===== src/rtl/wb_master_arbiter.sv =====
// Two-master Wishbone-classic arbiter: round-robin, one transaction per grant,
// with a per-transaction watchdog that completes stalled cycles with fixed data.
module wb_master_arbiter #(
   parameter int                    ADDR_WIDTH     = 16,
   parameter int                    DATA_WIDTH     = 8,
   parameter int                    TIMEOUT_CYCLES = 255,
   parameter logic [DATA_WIDTH-1:0] TIMEOUT_DATA   = 8'hFF
) (
   input  logic                  clock,
   input  logic                  reset,
   input  logic                  m0_stb_i,
   input  logic                  m0_we_i,
   input  logic [ADDR_WIDTH-1:0] m0_adr_i,
   input  logic [DATA_WIDTH-1:0] m0_dat_i,
   output logic                  m0_ack_o,
   output logic [DATA_WIDTH-1:0] m0_dat_o,
   input  logic                  m1_stb_i,
   input  logic                  m1_we_i,
   input  logic [ADDR_WIDTH-1:0] m1_adr_i,
   input  logic [DATA_WIDTH-1:0] m1_dat_i,
   output logic                  m1_ack_o,
   output logic [DATA_WIDTH-1:0] m1_dat_o,
   output logic                  s_stb_o,
   output logic                  s_we_o,
   output logic [ADDR_WIDTH-1:0] s_adr_o,
   output logic [DATA_WIDTH-1:0] s_dat_o,
   input  logic                  s_ack_i,
   input  logic [DATA_WIDTH-1:0] s_dat_i,
   output logic                  busy_o,
   output logic                  timeout_o
);

   typedef enum logic [1:0] {IDLE, GRANT0, GRANT1} state_t;

   localparam logic [15:0] TIMER_LAST = 16'(TIMEOUT_CYCLES - 1);

   state_t      state, state_next;
   logic        last_grant, last_grant_next;
   logic [15:0] timer, timer_next;

   logic                  granted;
   logic                  req_stb;
   logic                  req_we;
   logic [ADDR_WIDTH-1:0] req_adr;
   logic [DATA_WIDTH-1:0] req_dat;
   logic                  do_ack;
   logic                  do_timeout;
   logic                  do_abort;
   logic                  finish;
   logic [DATA_WIDTH-1:0] ret_dat;

   always_ff @(posedge clock) begin
      if (reset) begin
         state      <= IDLE;
         last_grant <= 1'b1;
         timer      <= '0;
      end else begin
         state      <= state_next;
         last_grant <= last_grant_next;
         timer      <= timer_next;
      end
   end

   always_comb begin
      granted         = (state != IDLE);
      req_stb         = (state == GRANT1) ? m1_stb_i : m0_stb_i;
      req_we          = (state == GRANT1) ? m1_we_i  : m0_we_i;
      req_adr         = (state == GRANT1) ? m1_adr_i : m0_adr_i;
      req_dat         = (state == GRANT1) ? m1_dat_i : m0_dat_i;
      // A dropped strobe is an abort and takes priority; ack beats a same-cycle timeout.
      do_abort        = granted && !req_stb;
      do_ack          = granted && req_stb && s_ack_i;
      do_timeout      = granted && req_stb && !s_ack_i && (timer == TIMER_LAST);
      finish          = do_ack || do_timeout;
      ret_dat         = do_ack ? s_dat_i : TIMEOUT_DATA;

      state_next      = state;
      last_grant_next = last_grant;
      timer_next      = '0;

      case (state)
         IDLE: begin
            if (m0_stb_i && m1_stb_i) state_next = last_grant ? GRANT0 : GRANT1;
            else if (m0_stb_i)        state_next = GRANT0;
            else if (m1_stb_i)        state_next = GRANT1;
         end
         GRANT0, GRANT1: begin
            timer_next = timer + 16'd1;
            if (finish || do_abort) state_next = IDLE;
            if (finish) last_grant_next = (state == GRANT1);
         end
         default: state_next = IDLE;
      endcase
   end

   // Outputs are forced quiet while reset is held so a mid-transaction reset never acks.
   always_comb begin
      s_stb_o   = !reset && granted && req_stb && !do_timeout;
      s_we_o    = !reset && granted && req_we;
      s_adr_o   = (!reset && granted) ? req_adr : '0;
      s_dat_o   = (!reset && granted) ? req_dat : '0;
      busy_o    = !reset && granted;
      timeout_o = !reset && do_timeout;
      m0_ack_o  = !reset && finish && (state == GRANT0);
      m1_ack_o  = !reset && finish && (state == GRANT1);
      m0_dat_o  = m0_ack_o ? ret_dat : '0;
      m1_dat_o  = m1_ack_o ? ret_dat : '0;
   end

endmodule


===== config.mk =====
export PLATFORM = sky130hd
export DESIGN_NAME = wb_master_arbiter
export DESIGN_NICKNAME = d
export VERILOG_FILES = /design/src/rtl/wb_master_arbiter.sv
export SDC_FILE = /design/constraint.sdc
export NUM_CORES = 1
export LEC_CHECK = 0
export ABC_CLOCK_PERIOD_IN_PS = 2300
export BUFFER_PORTS_ARGS = -buffer_cell sky130_fd_sc_hd__buf_2
export CAP_MARGIN = 5
export CORE_ASPECT_RATIO = 0.7
export CORE_MARGIN = 2
export CORE_UTILIZATION = 41
export CTS_CLUSTER_DIAMETER = 80
export DETAILED_ROUTE_END_ITERATION = 8
export GPL_TIMING_DRIVEN = 0
export HOLD_SLACK_MARGIN = 0.1
export PLACE_DENSITY_LB_ADDON = 0.25
export SYNTH_ARGS = -nofsm -noshare
export SYNTH_HDL_FRONTEND = slang
export SYNTH_SLANG_ARGS = --single-unit

===== constraint.sdc =====
create_clock -name clock -period 2.3 [get_ports clock]
set_input_delay 0.115 -clock clock [delete_from_list [all_inputs] [get_ports clock]]
set_output_delay 0.115 -clock clock [all_outputs]
set_load 0.02 [all_outputs]

==> impl_metrics.toml <==
[floorplan]
dieArea_um2 = 4206
core_um2 = 3536
row_count = 18
initial_core_util_pct = 42.85
dieHeight_um = 54.86
pin_count = 109
die_w_um = 76.66

[critical_path]
worst-endpoint-arrival_ns = 2.12
cp.required_ns = 2.18
end_kind = "primary output"
worst_r2r_endpoint = "last_grant"
cp-start-kind = "flop"
cp_max_fo = 5
crit_path_end = "m1_dat_o[0]"
critPathLaunch = "timer[15]"
crit_type = "reg2out"
critPathSlowestCell = "or4_4"
cp_slowest_stage_delay_ns = 0.56
rrSetupSlack_ns = 0.17
path_cells = "or4_4 -> o41ai_4 -> buf_6 -> nand3_4 -> nor2_1 -> buf_4"
worst_r2r_startpoint = "timer[15]"
worstRegToRegCells = 7

[global_routing]
met2_usage_pct = 35.09
grt_pass1_wl_mm = 6.900
top_usage_layer = "met2"
antenna_found_initial = 0
met3_usage_pct = 5.116
grt_usage_pct = 21.05
overflow = 0
grt_pass1_vias = 1505
grt_max_degree = 11
grt_use_met1_pct = 27.64

[clock_network]
numCtsBuffers = 3
cts.clk_slew.worst_paths_ns = 0.07
cts_max_path_buffers = 2
cts_tree = "done"
cts.sinks = 19
clock_latency_ns = 0.26
cts_max_level = 1
cts-root-buf = "clkbuf_8"

[detailed_routing]
routedWlPerCell_um = 13.64
drt_iter0_markers = 72
wirelength_mm = 5.019
drt-pass1-iter-count = 4
avgViaCountPerCell = 5.076
ant_nets = 0
vias = 1868
drc = 0

[final_layout]
diodes = 0
multi_input_area_um2 = 1124
area_delta_synth_final_pct = 49.46
fillers = 328
final_net_count = 387
drive_above_1_share_pct = 41.51
instances_no_fill = 368
register_area_um2 = 380.4

[sta]
max_slew_margin_pct = 71.45
post-route-period-util_pct = 97.22
final-hold-violation-count = 0
fin_crit_ns = 2.236
rsz0062_at_grt = "true"
slew_viol_final = 0
worst-slew-pin-transition_ns = 0.4283
skew_ns = 0.008221
holdWs_ns = 0.1602
max_freq_mhz = 447.2
finalSetupTns_ns = 0
setup_viol = 0

[power]
fin_total_pwr_w = 0.001004
p_leak_nw = 1.128
ir_worst_vdd_uv = 347.1
powerDensity_nw_per_um2 = 443.2

[logic_synthesis]
synth_flop_cell = "dfxtp_1"
syn_nets = 271
yosysWarnings = 0
synth_edf_count = 0
synth_area_per_cell_um2 = 7.464
synth.distinct_cells = 36
syn_inst = 203
synthArstFlopShare_pct = 0
synth_seq_area_share_pct = 25.10
syn_area_um2 = 1515
ys_ff_latch = 19

[run_status]
status = "finished, final reports clean"

[min_path]
hold_path.class = "in2reg"
min_from = "reset"

[placement]
dp_hpwl_mm = 3.916
placed_cells = 361
io_buffer_count = 108
routabilityCongestion = 0.7720

[run]
drv_cap = 0
-- sequential cells by signal, summed over array words and instances (netlist names) --
register and flops:
state 2, last_grant 1, timer 16
-- layout by cell type (no fill, tap or decap), types with 2 or more instances in the layout --
| cell | count |
|---|---|
| buf_2 | 102 |
| nor2_1 | 55 |
| mux2i_1 | 25 |
| dfxtp_1 | 19 |
| buf_4 | 11 |
| inv_1 | 9 |
| nand3_1 | 8 |
| a21oi_1 | 8 |
| nand2_1 | 7 |
| xor2_1 | 6 |
| nand4_1 | 5 |
| nand2b_1 | 5 |
| ha_1 | 5 |
| clkbuf_1 | 4 |
| nor2_2 | 4 |
| nor4_1 | 3 |
| and3_1 | 3 |
| or3_1 | 3 |
| clkbuf_8 | 3 |
| or4_4 | 2 |
| nand3_4 | 2 |
| and4_1 | 2 |
| and2_1 | 2 |
| o2bb2ai_1 | 2 |
| or4_1 | 2 |
| o21ai_0 | 2 |
| xnor2_1 | 2 |
-- worst min-delay path by stage --
stage	to	slack (ns)	cells after the start
floorplan	last_grant	0.22	1
global placement	last_grant	0.41	2
detailed placement	last_grant	0.41	2
CTS	last_grant	0.15	2
global route	last_grant	0.17	2
finish	last_grant	0.16	2
-- critical path, delay by kind of cell (launching register included) --
kind,cells,cell delay [ns]
AND/OR/NAND/NOR,3,0.84
flip-flops,1,0.33
AO/OA/AOI/OAI,1,0.34
buffers and inverters,2,0.34
-- routing by layer --
layer  vias to the layer above  part of all wire, %
li1                        938                    -
met2                        54                   50
met1                       871                   45
met5                         -                    0
met4                         0                 0.76
met3                         5                  4.7
-- repair_timing --
item	CTS	global route
pin swaps	2	1
hold buffers	0	0
endpoints found under the setup margin	38	38
gates resized for setup	8	17
buffers inserted	2	1
cloned	0	1
-- stage by stage --
| step | instance area (µm²) | worst slack, ns | util, % |
|---|---|---|---|
| final | 2265 | 0.06404 | 64.05 |
| after global placement | 2118 | -0.1283 | 59.91 |
| after global routing | 2265 | -0.03397 | 64.05 |
| after floorplan | 1515 | 0.1577 | - |
| after CTS | 2208 | 0.008898 | 62.46 |
| after detailed placement | 2118 | -0.2031 | 59.91 |
-- area by class of cell --
class	instances	share of cell area, %
inverters	9	1.492
flip-flops and latches	19	16.80
multi-input cells	168	49.61
well taps	50	2.762
clock buffers	4	1.989
plain buffers	7	1.326
repair buffers	111	26.02
-- cell usage after synthesis (3+ instances only) --
library cell  number  area, µm²
a21oi_1            8      40.04
nand3_1            8      40.04
nor4_1             3      18.77
nand2b_1           5      31.28
or4_1              3      22.52
nand2_1            7      26.28
nand4_1            5      31.28
inv_1              9      33.78
buf_1              3      11.26
and3_1             3      18.77
dfxtp_1           19      380.4
mux2i_1           26      260.3
xor2_1             6      52.55
or3_1              3      18.77
ha_1               5      62.56
nor2_1            60      225.2
clkbuf_1           5      18.77
-- cells by family after synthesis --
group,after synthesis,synth area share [%]
and+or+nand+nor,109,35.01
muxes,27,17.92
DFF,19,25.10
AOI/OAI and AO/OA,18,9.002
buffers and inverters,17,4.211
xor gates and xnor gates,8,4.624
adders and majority gates,5,4.129
-- report_power, final --
| group | leakage, nW | internal, W | switching (W) | total (W) |
|---|---|---|---|---|
| logic | 0.952 | 0.000171 | 0.000249 | 0.000419 |
| registers | 0.154 | 0.000339 | 0.0000117 | 0.000351 |
| clock network | 0.0228 | 0.000123 | 0.000110 | 0.000233 |
| total | 1.13 | 0.000633 | 0.000370 | 0.00100 |
Note: power is estimated with default switching activity, not from simulation.
